$ cat src/rtl/mem_stage_pkg.sv
// Shared types for the memory stage: control word, store funct3 decode,
// memory-stage FSM states and byte-mask constants.
package mem_stage_pkg;

  localparam logic [3:0] MASK_B = 4'b0001;
  localparam logic [3:0] MASK_H = 4'b0011;
  localparam logic [3:0] MASK_W = 4'b1111;

  typedef enum logic [2:0] {
    SB = 3'b000,
    SH = 3'b001,
    SW = 3'b010
  } store_funct3_t;

  typedef enum logic [3:0] {
    RF_ALU_OUT,
    RF_BR_EN,
    RF_U_IMM,
    RF_LW,
    RF_PC_PLUS4,
    RF_LB,
    RF_LBU,
    RF_LH,
    RF_LHU
  } regfilemux_sel_t;

  typedef struct packed {
    logic            load_regfile;
    regfilemux_sel_t regfilemux_sel;
    logic            mem_read;
    logic            mem_write;
    logic [2:0]      funct3;
  } rv32i_control_word;

  typedef enum logic [1:0] {
    IDLE,
    WAIT,
    HOLD
  } state_t;

endpackage

$ cat src/rtl/mem_store_align.sv
// Store lane alignment: byte enables and lane-replicated write data from
// funct3 and the low address bits. Purely combinational.
module mem_store_align
  import mem_stage_pkg::*;
(
  input  logic [2:0]  funct3,
  input  logic [1:0]  addr_lo,
  input  logic [31:0] rs2,
  output logic [3:0]  wmask,
  output logic [31:0] wdata
);

  always_comb begin
    // NOTE: defaults first so every path assigns every output; no latch is inferred.
    wmask = 4'b0000;
    wdata = rs2;
    case (store_funct3_t'(funct3))
      SB: begin
        wmask = MASK_B << addr_lo;
        wdata = {4{rs2[7:0]}};
      end
      SH: begin
        wmask = MASK_H << {addr_lo[1], 1'b0};
        wdata = {2{rs2[15:0]}};
      end
      SW:      wmask = MASK_W;
      default: ;
    endcase
  end

endmodule

$ cat src/rtl/mem_stage.sv
// Memory-access stage plus MEM/WB register. Optional misaligned-access trap
// is enabled by defining MEM_MISALIGN_TRAP_EN.
module mem_stage
  import mem_stage_pkg::*;
#(
  parameter int width = 32
) (
  input  logic              clk,
  input  logic              rst,
  input  logic              MEM_valid_i,
  input  rv32i_control_word MEM_ctrl_word_i,
  input  logic [width-1:0]  MEM_alu_out_i,
  input  logic [width-1:0]  MEM_rs2_i,
  input  logic [4:0]        MEM_rd_i,
  input  logic [width-1:0]  MEM_pc_out_i,
  input  logic [width-1:0]  MEM_u_imm_i,
  input  logic              MEM_br_en_i,
  input  logic              MEM_stall_i,
  output logic              MEM_stall_o,
  output logic [width-1:0]  dmem_address_o,
  output logic              dmem_read_o,
  output logic              dmem_write_o,
  output logic [3:0]        dmem_wmask_o,
  output logic [width-1:0]  dmem_wdata_o,
  input  logic [width-1:0]  dmem_rdata_i,
  input  logic              dmem_resp_i,
  output logic              WB_valid_o,
  output rv32i_control_word WB_ctrl_word_o,
  output logic [4:0]        WB_rd_o,
  output logic [width-1:0]  WB_alu_out_o,
  output logic [width-1:0]  WB_data_mem_rdata_o,
  output logic [width-1:0]  WB_data_mem_address_o,
  output logic [width-1:0]  WB_pc_out_o,
  output logic [width-1:0]  WB_u_imm_o,
  output logic              WB_br_en_o,
  output logic              MEM_misalign_o
);

  state_t            state, state_next;
  logic [width-1:0]  hold_rdata;
  logic              memop, misalign, active, done, wb_load;
  logic [3:0]        align_mask;
  logic [31:0]       align_wdata;
  rv32i_control_word wb_ctrl;

  // Gating with rst keeps strobes and stall low the instant reset asserts.
  assign memop = rst & MEM_valid_i &
                 (MEM_ctrl_word_i.mem_read | MEM_ctrl_word_i.mem_write);

`ifdef MEM_MISALIGN_TRAP_EN
  assign misalign = memop &
    (((MEM_ctrl_word_i.funct3[1:0] == 2'b01) & MEM_alu_out_i[0]) |
     ((MEM_ctrl_word_i.funct3[1:0] == 2'b10) & (MEM_alu_out_i[1:0] != 2'b00)));
  assign MEM_misalign_o = (state == IDLE) & misalign & ~MEM_stall_i;
`else
  assign misalign       = 1'b0;
  assign MEM_misalign_o = 1'b0;
`endif

  assign active      = ((state == IDLE) & memop & ~misalign) | ((state == WAIT) & memop);
  assign done        = active & dmem_resp_i;
  assign MEM_stall_o = active & ~dmem_resp_i;
  assign wb_load     = ~MEM_stall_i & ~MEM_stall_o;

  mem_store_align u_align (
    .funct3  (MEM_ctrl_word_i.funct3),
    .addr_lo (MEM_alu_out_i[1:0]),
    .rs2     (MEM_rs2_i),
    .wmask   (align_mask),
    .wdata   (align_wdata)
  );

  assign dmem_address_o = {MEM_alu_out_i[width-1:2], 2'b00};
  assign dmem_read_o    = active & MEM_ctrl_word_i.mem_read;
  assign dmem_write_o   = active & MEM_ctrl_word_i.mem_write;
  assign dmem_wmask_o   = dmem_write_o ? align_mask : 4'b0000;
  assign dmem_wdata_o   = align_wdata;

  always_comb begin
    state_next = state;
    case (state)
      IDLE, WAIT: begin
        if (done)        state_next = MEM_stall_i ? HOLD : IDLE;
        else if (active) state_next = WAIT;
        else             state_next = IDLE;
      end
      HOLD:    if (!MEM_stall_i) state_next = IDLE;
      default: state_next = IDLE;
    endcase
  end

  always_ff @(posedge clk or negedge rst) begin
    if (!rst) begin
      state      <= IDLE;
      // NOTE: the hold buffer is a single word, not an array, so it shares the async reset.
      hold_rdata <= '0;
    end else begin
      // NOTE: non-blocking assignments for all state so every flop samples pre-edge values.
      state <= state_next;
      if (done && MEM_stall_i) hold_rdata <= dmem_rdata_i;
    end
  end

  always_comb begin
    wb_ctrl              = MEM_ctrl_word_i;
    wb_ctrl.load_regfile = MEM_ctrl_word_i.load_regfile & MEM_valid_i & ~misalign;
  end

  always_ff @(posedge clk or negedge rst) begin
    if (!rst) begin
      WB_valid_o            <= 1'b0;
      WB_ctrl_word_o        <= '0;
      WB_rd_o               <= '0;
      WB_alu_out_o          <= '0;
      WB_data_mem_rdata_o   <= '0;
      WB_data_mem_address_o <= '0;
      WB_pc_out_o           <= '0;
      WB_u_imm_o            <= '0;
      WB_br_en_o            <= 1'b0;
    end else if (wb_load) begin
      WB_valid_o            <= MEM_valid_i;
      WB_ctrl_word_o        <= wb_ctrl;
      WB_rd_o               <= MEM_rd_i;
      WB_alu_out_o          <= MEM_alu_out_i;
      // A response parked during a global stall is replayed from the hold buffer.
      WB_data_mem_rdata_o   <= (state == HOLD) ? hold_rdata : dmem_rdata_i;
      WB_data_mem_address_o <= MEM_alu_out_i;
      WB_pc_out_o           <= MEM_pc_out_i;
      WB_u_imm_o            <= MEM_u_imm_i;
      WB_br_en_o            <= MEM_br_en_i;
    end
  end

endmodule

$ cat config.mk
export PLATFORM = sky130hd
export DESIGN_NAME = mem_stage
export DESIGN_NICKNAME = d
export VERILOG_FILES = /design/src/rtl/mem_stage_pkg.sv /design/src/rtl/mem_store_align.sv /design/src/rtl/mem_stage.sv
export SDC_FILE = /design/constraint.sdc
export NUM_CORES = 1
export LEC_CHECK = 0
export BUFFER_PORTS_ARGS = -buffer_cell sky130_fd_sc_hd__buf_2
export CAP_MARGIN = 20
export CORE_AREA = 2 2 169 171
export CTS_BUF_LIST = sky130_fd_sc_hd__clkbuf_2
export CTS_CLUSTER_SIZE = 12
export DETAILED_ROUTE_END_ITERATION = 12
export DIE_AREA = 0 0 171 173
export GPL_ROUTABILITY_DRIVEN = 0
export HOLD_SLACK_MARGIN = 0.03
export PLACE_DENSITY_LB_ADDON = 0.3
export SYNTH_ARGS = -nofsm -noshare
export SYNTH_HDL_FRONTEND = slang
export SYNTH_HIERARCHICAL = 1
export SYNTH_SLANG_ARGS = --single-unit
$ cat constraint.sdc
create_clock -name clk -period 1.5 [get_ports clk]
set_input_delay 0.15 -clock clk [delete_from_list [all_inputs] [get_ports clk]]
set_output_delay 0.15 -clock clk [all_outputs]
set_load 0.05 [all_outputs]
==> impl_metrics.csv <==
group,metric,value,unit
cells_and_area,fin_util,0.553,
detailed_routing,vias_per_cell,4.39,
timing,setup_ws,-553,ps
detailed_routing,final_antenna_net_count,0,
yosys,synth.yosys.seq_area_share,0.541,
pwr,p_per_area,1070,mW/mm^2
placed_design,dp.cells,1296,
detailed_routing,vias,7002,
floorplan,fp.dieH,173,um
critical_path,critPathCaptureType,"output pin",
cts,clock-sinks,179,
placed_design,dp_hpwl,17.9,mm
pwr,vdd_ir_drop_max,795,uV
yosys,avgSynthCellArea,14.8,um^2
floorplan,dieArea,0.0296,mm^2
pwr,p_leak,7.57,nW
global_routing,antenna_found_initial,2,
timing,period_needed,2050,ps
global_routing,grt_pass1_wl,46.2,mm
detailed_routing,post_drt_wl_per_cell,19.4,um
global_routing,grt_max_degree,84,
cts,tritoncts,"built",
cts,path_clk_slew,280,ps
timing,hold_slack,6.57,ps
floorplan,initial_core_util,0.300,
timing,rsz0062_at_grt,"yes",
yosys,yosys_register_bits,179,
detailed_routing,firstDrtPassIters,5,
cells_and_area,stdcell_count,1594,
yosys,synth.top_cell.area_share,0.541,
cts,clock_path_buffers,2,
placed_design,post-place-ws,-163,ps
status,outcome,"finished, violations left",
critical_path,reg2reg_slack,-470,ps
timing,setup_tns,-68070,ps
floorplan,die_w,171,um
floorplan,rows,61,
critical_path,crit_arrival,1900,ps
cts,clkLatencyLatePin,740,ps
cts,cts-htree-levels,4,
critical_path,required,1350,ps
yosys,synth_area_leaders,"dfrtp_1, mux2_2, mux2_4",
global_routing,grt_overflow,0,
global_routing,grt_usage,0.203,
cts,cts_root_buf,"clkbuf_2",
cells_and_area,area_growth,84.3,%
critical_path,path_class,"reg -> out",
placed_design,port_buffers,426,
floorplan,coreArea,0.0276,mm^2
timing,slew_headroom,0.470,
critical_path,worst_setup_path_start_kind,"register",
timing,tightest_slew,795,ps
global_routing,grt_pass1_vias,7786,
cells_and_area,nNetsFinal,1384,
yosys,synth_area,0.00829,mm^2
yosys,ys_types,27,
timing,hold_viol_final,0,
yosys,ys_warn_count,6,
yosys,yosys.area.top_type,"dfrtp_1",
status,violations,"setup timing",
timing,setup_violations,268,
flow_run,maxCapViolations,0,
worst_hold_path,min_path_type,"in -> reg",
critical_path,crit_fanout,7,
cts,cts_made_buffers,17,
timing,slew_viol_final,0,
timing,period_share,1.37,
timing,max_freq,0.487,GHz
timing,fin_skew,45.0,ps
detailed_routing,drc,0,
detailed_routing,drtIter0Drc,311,
floorplan,ioPinCount,430,
cells_and_area,drive_gt1_frac,0.682,
yosys,synthCells,561,
detailed_routing,finalWirelength,31.0,mm
[sequential cells by signal, summed over array words and instances (netlist names)]
signal               flops
WB_alu_out_o            32
WB_data_mem_rdata_o     32
WB_pc_out_o             32
WB_u_imm_o              32
hold_rdata              32
WB_ctrl_word_o          10
WB_rd_o                  5
state                    2
WB_br_en_o               1
WB_valid_o               1
[Yosys cell counts]
cell and n:
and3_1 4, and3b_1 1, nor3_4 1, inv_1 3, nor2_4 1, o21a_1 1
o21ai_0 2, nand2_1 1, o211a_1 1, mux2i_1 9, mux2_2 172, and2_1 4
buf_4 74, clkbuf_1 3, mux2_1 3, o21ba_2 1, a21oi_1 13, a21o_1 1
nand2b_1 1, o2111ai_2 1, mux2_4 49, conb_1 1, buf_6 7, dfrtp_1 179
nor2b_1 1, buf_2 17, nor2_1 10
[kinds of logic after synthesis]
group | count (synthesis) | share of synthesized area
multiplexers | 233 | 0.337
flip-flops | 179 | 0.541
buffers and inverters | 104 | 0.0895
AND/OR/NAND/NOR | 24 | 0.0169
AO/OA/AOI/OAI | 20 | 0.0151
other | 1 | 0.000453
[power breakdown]
part / switching, mW / internal, mW
Combinational: 3.87 / 3.23
Sequential: 0.561 / 5.52
Clock: 1.94 / 1.28
[cell usage in the layout, fill, tap and decap left out, types with 2 or more instances in the layout]
cell / instances
conb_1: 3
diode_2: 2
buf_12: 14
inv_6: 5
mux2_1: 3
mux2_2: 79
and3_4: 2
and2_1: 3
a21oi_1: 11
buf_6: 190
nor2_1: 10
o21ai_0: 2
buf_16: 16
buf_8: 13
clkinvlp_4: 2
buf_2: 241
bufinv_16: 5
dfrtp_2: 3
mux2_4: 142
dlygate4sd3_1: 159
mux2i_1: 9
dfrtp_1: 176
clkbuf_2: 17
buf_4: 88
and3_1: 2
inv_1: 3
[through the flow]
step | cell area (um^2) | power, mW
final | 15300 | 16.4
after global placement | 10600 | 11.0
after CTS | 15000 | 16.3
after global routing | 15300 | 17.1
after floorplan | 8310 | 9.80
after detailed placement | 10600 | 11.1
[timing repair]
item / in CTS / in global routing
pin swaps: 1 / 1
setup endpoints to repair: 359 / 361
setup buffers: 60 / 39
hold buffers: 158 / 1
resized for setup: 508 / 30
hold endpoints to repair: 358 / 2
gates cloned: 17 / 0
[final cells by class]
cell class                 instances  area (um^2)
clock buffer                      17         85.1
antenna                            2         5.00
inverter                           3         11.3
timing repair buffer             722         6530
multi-input combinational        280         3470
tap                              378          473
clock inverter                    13          220
fill                            2160        12400
sequential                       179         4480
[final timing paths]
kind / start / endpoint / cells past startpoint
setup / recovery: state[1] / dmem_wmask_o[2] / 4
max in group asynchronous: rst / WB_data_mem_rdata_o[27] / 4
setup reg to reg: state[1] / WB_ctrl_word_o[8] / 9
hold / removal: rst / state[0] / 4
min in group asynchronous: rst / WB_data_mem_rdata_o[3] / 4
hold reg to reg: hold_rdata[14] / hold_rdata[14] / 1
[critical path: stages (launching register included)]
cell and delay [ps]:
dfrtp_1 450, and3b_2 270, buf_6 130, and3_4 200
buf_8 150
[metal layers]
| layer | vias up | track usage | wire [um] |
|---|---|---|---|
| met5 | - | 0 | 0 |
| met4 | 0 | 0.0731 | 735 |
| met3 | 41 | 0.0524 | 2300 |
| met2 | 315 | 0.355 | 15500 |
| met1 | 3481 | 0.237 | 12400 |
| li1 | 3165 | - | - |
No activity file was read; power rests on OpenSTA's default activity.
